===== src/rtl/vending_pkg.sv =====
// vending_pkg: FSM state encoding and coin denominations shared by the vending controller
package vending_pkg;
  typedef enum logic [2:0] {IDLE, COLLECTING, VEND, HOLD, CHANGE} state_e;
  localparam int COIN_5  = 5;
  localparam int COIN_10 = 10;
  localparam int COIN_25 = 25;
endpackage


===== src/rtl/vending_controller_change_payout.sv =====
// change_payout: greedy change-coin picker gated by the hopper handshake
// en: in CHANGE; hopper_ready: hopper can take a coin; credit: remaining credit
// pay_5/10/25: one coin this cycle; credit_o: credit after this cycle's coin
module change_payout
  import vending_pkg::*;
#(
  parameter int CREDIT_W = 8
) (
  input  logic                en,
  input  logic                hopper_ready,
  input  logic [CREDIT_W-1:0] credit,
  output logic                pay_5,
  output logic                pay_10,
  output logic                pay_25,
  output logic [CREDIT_W-1:0] credit_o
);
  always_comb begin
    pay_25   = en && hopper_ready && credit >= CREDIT_W'(COIN_25);
    pay_10   = en && hopper_ready && !pay_25 && credit >= CREDIT_W'(COIN_10);
    pay_5    = en && hopper_ready && !pay_25 && !pay_10 && credit >= CREDIT_W'(COIN_5);
    credit_o = credit - (pay_25 ? CREDIT_W'(COIN_25) : pay_10 ? CREDIT_W'(COIN_10) :
                         pay_5 ? CREDIT_W'(COIN_5) : '0);
  end
endmodule


===== src/rtl/vending_controller.sv =====
// vending_controller: coin-collecting item vending FSM with timed dispense and greedy change
// Inputs: clk, reset (sync, active-high), coin_5/10/25 pulses, next_item/select/cancel raw buttons, hopper_ready
// Outputs: dispense, item_sel, credit, coin_reject, pay_5/10/25 pulses, busy, sold_out
// Optional: define VENDING_STOCK_EN for per-item stock tracking (sold_out is 0 otherwise)
module vending_controller
  import vending_pkg::*;
#(
  parameter int NUM_ITEMS   = 4,
  parameter int CREDIT_W    = 8,
  parameter int PRICES [NUM_ITEMS] = '{25, 50, 100, 200},
  parameter int HOLD_CYCLES = 125000000,
  parameter int STOCK_INIT  = 8
) (
  input  logic                         clk,
  input  logic                         reset,
  input  logic                         coin_5,
  input  logic                         coin_10,
  input  logic                         coin_25,
  input  logic                         next_item,
  input  logic                         select,
  input  logic                         cancel,
  input  logic                         hopper_ready,
  output logic                         dispense,
  output logic [$clog2(NUM_ITEMS)-1:0] item_sel,
  output logic [CREDIT_W-1:0]          credit,
  output logic                         coin_reject,
  output logic                         pay_5,
  output logic                         pay_10,
  output logic                         pay_25,
  output logic                         busy,
  output logic                         sold_out
);
  localparam int IW = $clog2(NUM_ITEMS);
  localparam int HW = $clog2(HOLD_CYCLES + 1);
  state_e state_q, state_d;
  logic [CREDIT_W-1:0] credit_q, credit_d, price, pay_credit;
  logic [IW-1:0] item_sel_q, item_sel_d;
  logic [HW-1:0] hold_q, hold_d;
  logic reject_q, reject_d;
  logic [2:0] btn_q;
  logic next_e, sel_e, can_e, any_coin, multi;
  logic [CREDIT_W:0] coin_val, sum;
  assign {next_e, sel_e, can_e} = {next_item, select, cancel} & ~btn_q;
  assign price    = CREDIT_W'(PRICES[item_sel_q]);
  assign any_coin = coin_5 | coin_10 | coin_25;
  assign multi    = (coin_5 & coin_10) | (coin_5 & coin_25) | (coin_10 & coin_25);
  assign coin_val = coin_25 ? (CREDIT_W+1)'(COIN_25) : coin_10 ? (CREDIT_W+1)'(COIN_10) :
                    coin_5 ? (CREDIT_W+1)'(COIN_5) : '0;
  assign sum      = {1'b0, credit_q} + coin_val;
  change_payout #(.CREDIT_W(CREDIT_W)) u_payout (
    .en(state_q == CHANGE), .hopper_ready(hopper_ready), .credit(credit_q),
    .pay_5(pay_5), .pay_10(pay_10), .pay_25(pay_25), .credit_o(pay_credit)
  );
  always_comb begin
    state_d    = state_q;
    credit_d   = credit_q;
    item_sel_d = item_sel_q;
    hold_d     = hold_q;
    reject_d   = 1'b0;
    if (state_q == IDLE || state_q == COLLECTING) begin
      if (any_coin && sum[CREDIT_W]) reject_d = 1'b1;
      else if (any_coin) begin
        credit_d = sum[CREDIT_W-1:0];
        reject_d = multi;
        if (state_q == IDLE) state_d = COLLECTING;
      end
      if (next_e) item_sel_d = item_sel_q == IW'(NUM_ITEMS - 1) ? '0 : item_sel_q + 1'b1;
      if (state_q == COLLECTING && sel_e && credit_q >= price && !sold_out) state_d = VEND;
      else if (state_q == COLLECTING && can_e) state_d = CHANGE;
    end else reject_d = any_coin;
    if (state_q == VEND) begin
      credit_d = credit_q - price;
      hold_d   = '0;
      state_d  = HOLD;
    end
    if (state_q == HOLD) begin
      hold_d = hold_q == HW'(HOLD_CYCLES - 1) ? '0 : hold_q + 1'b1;
      if (hold_q == HW'(HOLD_CYCLES - 1)) state_d = credit_q != '0 ? CHANGE : IDLE;
    end
    if (state_q == CHANGE) begin
      credit_d = pay_credit;
      if (pay_credit == '0) state_d = IDLE;
    end
  end
  always_ff @(posedge clk) begin
    if (reset) begin
      state_q    <= IDLE;
      credit_q   <= '0;
      item_sel_q <= '0;
      hold_q     <= '0;
      reject_q   <= 1'b0;
      btn_q      <= '0;
    end else begin
      state_q    <= state_d;
      credit_q   <= credit_d;
      item_sel_q <= item_sel_d;
      hold_q     <= hold_d;
      reject_q   <= reject_d;
      btn_q      <= {next_item, select, cancel};
    end
  end
`ifdef VENDING_STOCK_EN
  localparam int SW = $clog2(STOCK_INIT + 1) + 1;
  logic [SW-1:0] stock_q [NUM_ITEMS];
  logic [SW-1:0] stock_d [NUM_ITEMS];
  always_comb begin
    stock_d = stock_q;
    if (state_q == VEND) stock_d[item_sel_q] = stock_q[item_sel_q] - 1'b1;
  end
  always_ff @(posedge clk) begin
    if (reset) for (int i = 0; i < NUM_ITEMS; i++) stock_q[i] <= SW'(STOCK_INIT);
    else stock_q <= stock_d;
  end
  assign sold_out = stock_q[item_sel_q] == '0;
`else
  assign sold_out = 1'b0;
`endif
  assign dispense    = state_q == HOLD;
  assign busy        = state_q == VEND || state_q == HOLD || state_q == CHANGE;
  assign credit      = credit_q;
  assign item_sel    = item_sel_q;
  assign coin_reject = reject_q;
endmodule

===== config.mk =====
export PLATFORM = sky130hd
export DESIGN_NAME = vending_controller
export DESIGN_NICKNAME = d
export VERILOG_FILES = /design/src/rtl/vending_pkg.sv /design/src/rtl/vending_controller_change_payout.sv /design/src/rtl/vending_controller.sv
export SDC_FILE = /design/constraint.sdc
export NUM_CORES = 1
export LEC_CHECK = 0
export ABC_AREA = 1
export CAP_MARGIN = 20
export CORE_MARGIN = 10
export CORE_UTILIZATION = 45
export CTS_BUF_LIST = sky130_fd_sc_hd__clkbuf_4
export CTS_CLUSTER_DIAMETER = 150
export DETAILED_ROUTE_END_ITERATION = 6
export PLACE_DENSITY = 0.68
export SYNTH_ARGS = -nofsm -noshare
export SYNTH_HDL_FRONTEND = slang
export SYNTH_SLANG_ARGS = --single-unit

===== constraint.sdc =====
create_clock -name clk -period 2.5 [get_ports clk]
set_input_delay 0.5 -clock clk [delete_from_list [all_inputs] [get_ports clk]]
set_output_delay 0.5 -clock clk [all_outputs]
set_load 0.01 [all_outputs]

==> After elaboration in Yosys (flattened, before gate mapping) <==
Cells that the tools add are included.
Widths: inputs -> output; s select.
{ "totals": {"wordCells": 89, "input_bits": 9, "output_inout_bits": 17, "regBits": 44} }
{ "op_classes": {"n_eq_ne": 7, "addsub": 5, "muxes": 33, "bitwise_logic": 10, "reduce_logical": 23, "order_cmp": 5} }
{ "ops": {"columns": ["cell", "n"], "rows": [
  ["$mux 27", 3],
  ["$mux 8", 9],
  ["$bmux 32 s2", 1],
  ["$mux 3", 14],
  ["$add 27x1->27 const B", 1],
  ["$eq 27x27->1 const B", 1],
  ["$sub 8x8->8", 2],
  ["$logic_and 1x1->1", 10],
  ["$add 8x5->9", 1],
  ["$ge 8x3->1 const B", 1],
  ["$ge 8x4->1 const B", 1],
  ["$ge 8x5->1 const B", 1],
  ["$ge 8x8->1", 1],
  ["$logic_not 8->1", 1],
  ["$reduce_bool 8->1", 1],
  ["$eq 3x2->1 const B", 2],
  ["$reduce_bool 3->1", 2],
  ["$mux 5", 1],
  ["$mux 4", 1],
  ["$or 1x1->1", 4],
  ["$and 1x1->1", 3],
  ["$and 3x3->3", 1],
  ["$eq 3x1->1 const B", 1],
  ["$eq 3x3->1 const B", 1],
  ["other kinds (14)", 19]
]} }

==> Logic depth before layout (Yosys ltp) <==
{ "depth": {"ltp_word": 16, "mapped_depth": 22, "ltp_nobuf": 21} }

==> Modules after synthesis <==
Synthesis repeated with hierarchy kept, for this count alone.
{ "hier_totals": {"cells_unflattened": 599, "hier_area_um2": 3764.9} }
{ "by_module_without_submodules": {"columns": ["mod", "instances", "area_each_um2", "cells_each"], "rows": [
  ["vending_controller", 1, 3355.7, 527],
  ["change_payout", 1, 409.1, 72]
]} }

==> Worst setup path after synthesis <==
OpenSTA, ideal clock, no wires.
{ "synth_path": {"path_type": "reg-to-reg", "startpoint": "register credit_q[6], in the netlist credit[6]", "endpoint": "register state_q[1]", "arrival_time_ns": 2.457, "synth_period_minus_slack_ns": 2.572, "path_slack_ns": -0.072, "required_ns": 2.385, "n_path_buf": 1, "stages_incl_launch_ff": 22, "path_cell_list": "dfxtp_1 > clkbuf_2 > inv_1 > nand3_1 > nor2_1 > nand2_1 > inv_1 > nand2_1 > nor2_2 > inv_2 > nand2_1 > ha_1 > fa_1 > nand3b_1 > nand2_1 > nand2_1 > nand2_1 > nand3_1 > nor2_1 > nand3_1 > nand2_1 > nor2_1"} }
{ "synth_via": {"elab_chain_len": 15} }
{ "synth_lines": {"columns": ["item", "line", "text"], "rows": [
  ["start: declaration", "vending_controller.sv:36", "logic [CREDIT_W-1:0] credit_q, credit_d, price, pay_credit;"],
  ["start signal: assignment", "vending_controller.sv:95", "credit_q <= credit_d;"],
  ["$ge 8x5->1", "vending_controller_change_payout.sv:18", "pay_25 = en && hopper_ready && credit >= CREDIT_W'(COIN_25);"],
  ["$logic_and 1x1->1", "vending_controller_change_payout.sv:18", null],
  ["$logic_not 1->1", "vending_controller_change_payout.sv:19, vending_controller_change_payout.sv:20", null],
  ["$logic_and 1x1->1", "vending_controller_change_payout.sv:19, vending_controller_change_payout.sv:20", null],
  ["$logic_and 1x1->1", "vending_controller_change_payout.sv:19", "pay_10 = en && hopper_ready && !pay_25 && credit >= CREDIT_W'(COIN_10);"],
  ["$logic_not 1->1", "vending_controller_change_payout.sv:20", "pay_5 = en && hopper_ready && !pay_25 && !pay_10 && credit >= CREDIT_W'(COIN_5);"],
  ["$logic_and 1x1->1", "vending_controller_change_payout.sv:20", null],
  ["$logic_and 1x1->1 (*)", "vending_controller_change_payout.sv:20", null],
  ["net pay_5", "vending_controller.sv:27", "output logic pay_5,"],
  ["$mux 3 (*)", "vending_controller_change_payout.sv:22", "pay_5 ? CREDIT_W'(COIN_5) : '0);"],
  ["$mux 8 (*) (2 in series)", "vending_controller_change_payout.sv:21", "credit_o = credit - (pay_25 ? CREDIT_W'(COIN_25) : pay_10 ? CREDIT_W'(COIN_10) :"],
  ["$sub 8x8->8 (*)", "vending_controller_change_payout.sv:21", null],
  ["$logic_not 8->1 (*)", "vending_controller.sv:82", "if (pay_credit == '0) state_d = IDLE;"],
  ["$mux 3 (*)", "vending_controller.sv:82", null],
  ["$mux 3 (*)", "vending_controller.sv:80", "if (state_q == CHANGE) begin"],
  ["end signal: assignment", "vending_controller.sv:94", "state_q <= state_d;"],
  ["end: declaration", "vending_controller.sv:35", "state_e state_q, state_d;"]
]} }
The timed path passes the listed nets; every way through them passes the cells marked *.
A chain may end at the register's enable or synchronous reset.

==> Final worst setup path <==
{ "layout_path": {"startpoint": "register state_q[2]", "endpoint": "register credit_q[4], in the netlist credit[4]"} }
{ "layout_via": {"elab_chain_len": 14} }
{ "layout_lines": {"columns": ["item", "line"], "rows": [
  ["$eq 3x3->1", "vending_controller.sv:51, vending_controller.sv:80"],
  ["$logic_and 1x1->1", "vending_controller_change_payout.sv:18, vending_controller_change_payout.sv:19, vending_controller_change_payout.sv:20"],
  ["$logic_and 1x1->1", "vending_controller_change_payout.sv:18"],
  ["$logic_not 1->1", "vending_controller_change_payout.sv:19, vending_controller_change_payout.sv:20"],
  ["$logic_and 1x1->1", "vending_controller_change_payout.sv:19, vending_controller_change_payout.sv:20"],
  ["$logic_and 1x1->1", "vending_controller_change_payout.sv:19"],
  ["$logic_not 1->1", "vending_controller_change_payout.sv:20"],
  ["$logic_and 1x1->1 (2 in series)", "vending_controller_change_payout.sv:20"],
  ["$mux 3", "vending_controller_change_payout.sv:22"],
  ["$mux 8 (2 in series)", "vending_controller_change_payout.sv:21"],
  ["$sub 8x8->8", "vending_controller_change_payout.sv:21"],
  ["$mux 8", "vending_controller.sv:80"]
]} }
Several ways; a longest one is shown, not always the timed one.

==> flow_summary_export.csv <==
group,metric,value,unit
power_and_ir_drop,p_clk_share,8.9,%
timing,setup_viol,0,
timing,hold_viol_final,0,
route,drc_errors,0,
layout,area_growth,25.46,%
global_route,grt_pass1_wl,18290,microns
synthesis,syn-instance-count,638,
floorplanning,start_util,46.73,%
setup_path,crit_chain,"inv_2, nor3_4, inv_4, nor2_4, nand2_2, nor2_4, inv_2, nand2_4, ha_4, fa_2, nand3b_1, nand2_1, nand2_2, nand2_2, buf_4, o211ai_1, nand2_1, nor2_1",
cts,htreeDepth,2,
status,status,"complete, no violations",
synthesis,ys.flop_type,"dfxtp_1",
synthesis,yosysSeqAreaShare,22.60,%
min_path,hold_path_depth,2,
cts,cts_root_buf,"clkbuf_4",
route,via_per_inst,5.172,
setup_path,path_class,"reg2reg",
global_route,track_usage,16.97,%
global_route,grt_pass1_vias,3827,
cts,cts_sinks,44,
timing,fmax,404.4,MHz
power_and_ir_drop,fin_total_pwr,0.004173,W
power_and_ir_drop,power.internal,0.002151,W
synthesis,async_reset_ff_share,0,%
timing,period_minus_slack,2473,ps
cts,holdBufCountCts,0,
route,vias,4236,
setup_path,crit_required,2830,ps
route,ant_nets,0,
synthesis,synth_area,3897,sq um
route,totalWireLength,11290,microns
synthesis,synth_area_leader_cell,"dfxtp_1",
layout,fin_cells,819,
setup_path,slowest_delay,370,ps
floorplanning,fp.dieArea,12780,sq um
power_and_ir_drop,swShare,48.46,%
place,gp_congestion,0.9489,
timing,drv_slew,0,
synthesis,syn_nets,673,
timing,layout_setup_ws,27.27,ps
place,place_inst,803,
power_and_ir_drop,vdd_drop_max,0.5560,mV
place,io_buffers,24,
setup_path,reg2regPathDepth,18,
layout,final_nets,747,
cts,clk_latency,380,ps
setup_path,crit_arrival,2800,ps
synthesis,synth_top_area_share,22.60,%
timing,worstMarginPinSlew,686.0,ps
setup_path,startpoint_type,"flop",
timing,skew,11.12,ps
synthesis,synth-seq-cells,44,
cts,cts_tree,"yes",
global_route,grt_max_degree,22,
timing,period_share,98.91,%
power_and_ir_drop,power.density,853.4,nW/um^2
timing,rsz0062_at_grt,"yes",
job,drv_cap,0,
synthesis,synth.distinct_cells,47,
setup_path,slowest_stage,"dfxtp_2",
global_route,antenna_found_initial,1,
floorplanning,rows,33,
global_route,grt-ovfl-total,0,
place,pre_cts_ws,-327.2,ps
cts,clk_pin_slew_worst_paths,150,ps
place,dp_hpwl,8644,microns
timing,maxSlewHeadroom,54.22,%
setup_path,crit_top_cell,"nand2_2",
power_and_ir_drop,combPwrFrac,69.6,%
power_and_ir_drop,p_leak,2.178,nW
synthesis,syn_avg_cell_area,6.109,sq um
synthesis,yosysWarnings,0,
power_and_ir_drop,switchingPower,0.002022,W
route,first_pass_iters,5,
floorplanning,core-area,8341,sq um
synthesis,synth-edff-count,0,
setup_path,critPathMaxFanout,3,
floorplanning,die-width,113.1,microns
route,drtIter0Drc,327,
min_path,hold_class,"reg2reg",
cts,cts_buffers,5,
route,wl_per_cell,13.79,microns
setup_path,end_kind,"flop",
floorplanning,die_h,113.1,microns
synthesis,synth_area_leaders,"dfxtp_1, nand2_1, inv_1",
layout,final_layout_size_suffix_gt1_share,21.04,%
power_and_ir_drop,p_seq_share,21.4,%
cts,max-clock-path-buffers,2,
floorplanning,ioPinCount,26,
-- power by group through the flow --
stage / clock network [W] / logic (W) / registers (W)
floorplan: 0 / 0.00162 / 0.000922
global placement: 0 / 0.00251 / 0.000872
detailed placement: 0 / 0.00257 / 0.000873
CTS: 0.000378 / 0.00260 / 0.000858
global route: 0.000411 / 0.00323 / 0.000905
finish: 0.000373 / 0.00291 / 0.000894
-- what timing repair did --
item / in CTS / in global routing
pin swaps: 1 / 22
endpoints found under the setup margin: 7 / 12
setup buffers: 0 / 7
gates resized for setup: 4 / 60
gates cloned: 0 / 0
-- layout make-up --
type	instances	area, sq um
sequential	44	898.4
inverter	94	355.3
multi-input combinational	488	2773
fill	828	3451
tap	105	131.4
timing repair buffer	79	673.1
clock inverter	3	18.77
clock buffer	5	37.54
antenna	1	2.502
-- metrics by stage --
stage	hold WS, ps	setup TNS [ps]	utilization [%]	cell area, sq um
floorplan	467.0	0	-	3914
CTS	510.2	0	55.55	4633
global placement	482.3	-2385	54.82	4572
global route	540.0	-569.8	58.63	4890
detailed placement	490.4	-3001	54.82	4572
finish	507.0	0	58.63	4890
-- synthesized netlist by cell type, types with 2 or more instances --
cell type,count
buf_2,4
o21ai_0,18
inv_2,4
clkbuf_1,5
a21oi_1,38
nor2_1,61
nor4_1,2
nor3_2,2
nor2_2,13
inv_1,89
xnor2_1,2
nand3_1,55
ha_1,23
nand3b_1,5
nor3_1,13
dfxtp_1,44
xor2_1,10
nand2_2,9
or2_2,3
nand2_1,185
nand3_2,2
o211ai_1,4
nand4_1,16
fa_1,3
o21ai_1,2
nor2_4,4
and2_1,2
-- cell usage in the layout (no fill, tap or decap), drive strengths merged, types with 2 or more instances in the layout --
master and instances:
a21oi 39, and2 2, buf 55, clkbuf 5
clkdlybuf4s50 20, clkinvlp 2, dfxtp 44, dlymetal6s2s 2
fa 3, ha 23, inv 94, nand2 195
nand3 57, nand3b 5, nand4 17, nor2 78
nor3 16, nor4 2, o211ai 4, o21ai 21
or2 3, xnor2 2, xor2 10
-- cell families after synthesis --
logic type      count (synthesis)  synth area share [%]
other cells                     1               0.09622
compound gates                 71                 10.18
flops                          44                 22.60
buf+inv                       106                 10.95
simple gates                  378                 44.56
xor+xnor                       12                 2.697
fa+ha+maj                      26                 8.925
-- path summary, 6_finish.rpt --
check	start	to	slack, ps
max	state_q[2]$_SDFF_PP0_	credit[4]$_SDFFE_PP0P_	30
min	hold_q[1]$_SDFFE_PP0P_	hold_q[1]$_SDFFE_PP0P_	510
max reg2reg	state_q[2]$_SDFF_PP0_	credit[4]$_SDFFE_PP0P_	30
min reg2reg	hold_q[1]$_SDFFE_PP0P_	hold_q[1]$_SDFFE_PP0P_	510
-- worst max-delay path: cells and delay by family (launching register included) --
family,cells,cell delay (ps)
AOI/OAI and AO/OA,1,160
adders and majority gates,2,360
buffers and inverters,4,310
DFF,1,370
and+or+nand+nor,11,1220
-- routing by layer --
layer | vias to the layer above | share of wire [%] | track usage [%] | wire (microns)
li1 | 2193 | - | - | -
met1 | 1915 | 49 | 23.66 | 5520
met2 | 113 | 43 | 26.54 | 4897
met3 | 15 | 5.9 | 2.377 | 667
met4 | 0 | 1.8 | 4.569 | 205
met5 | - | 0 | 0 | 0
-- state kept, by name, summed over array words and instances (netlist names) --
register     cells
item_sel         2
credit           8
state_q          3
btn_q            3
hold_q          27
coin_reject      1
No activity file was read; power rests on OpenSTA's default activity.
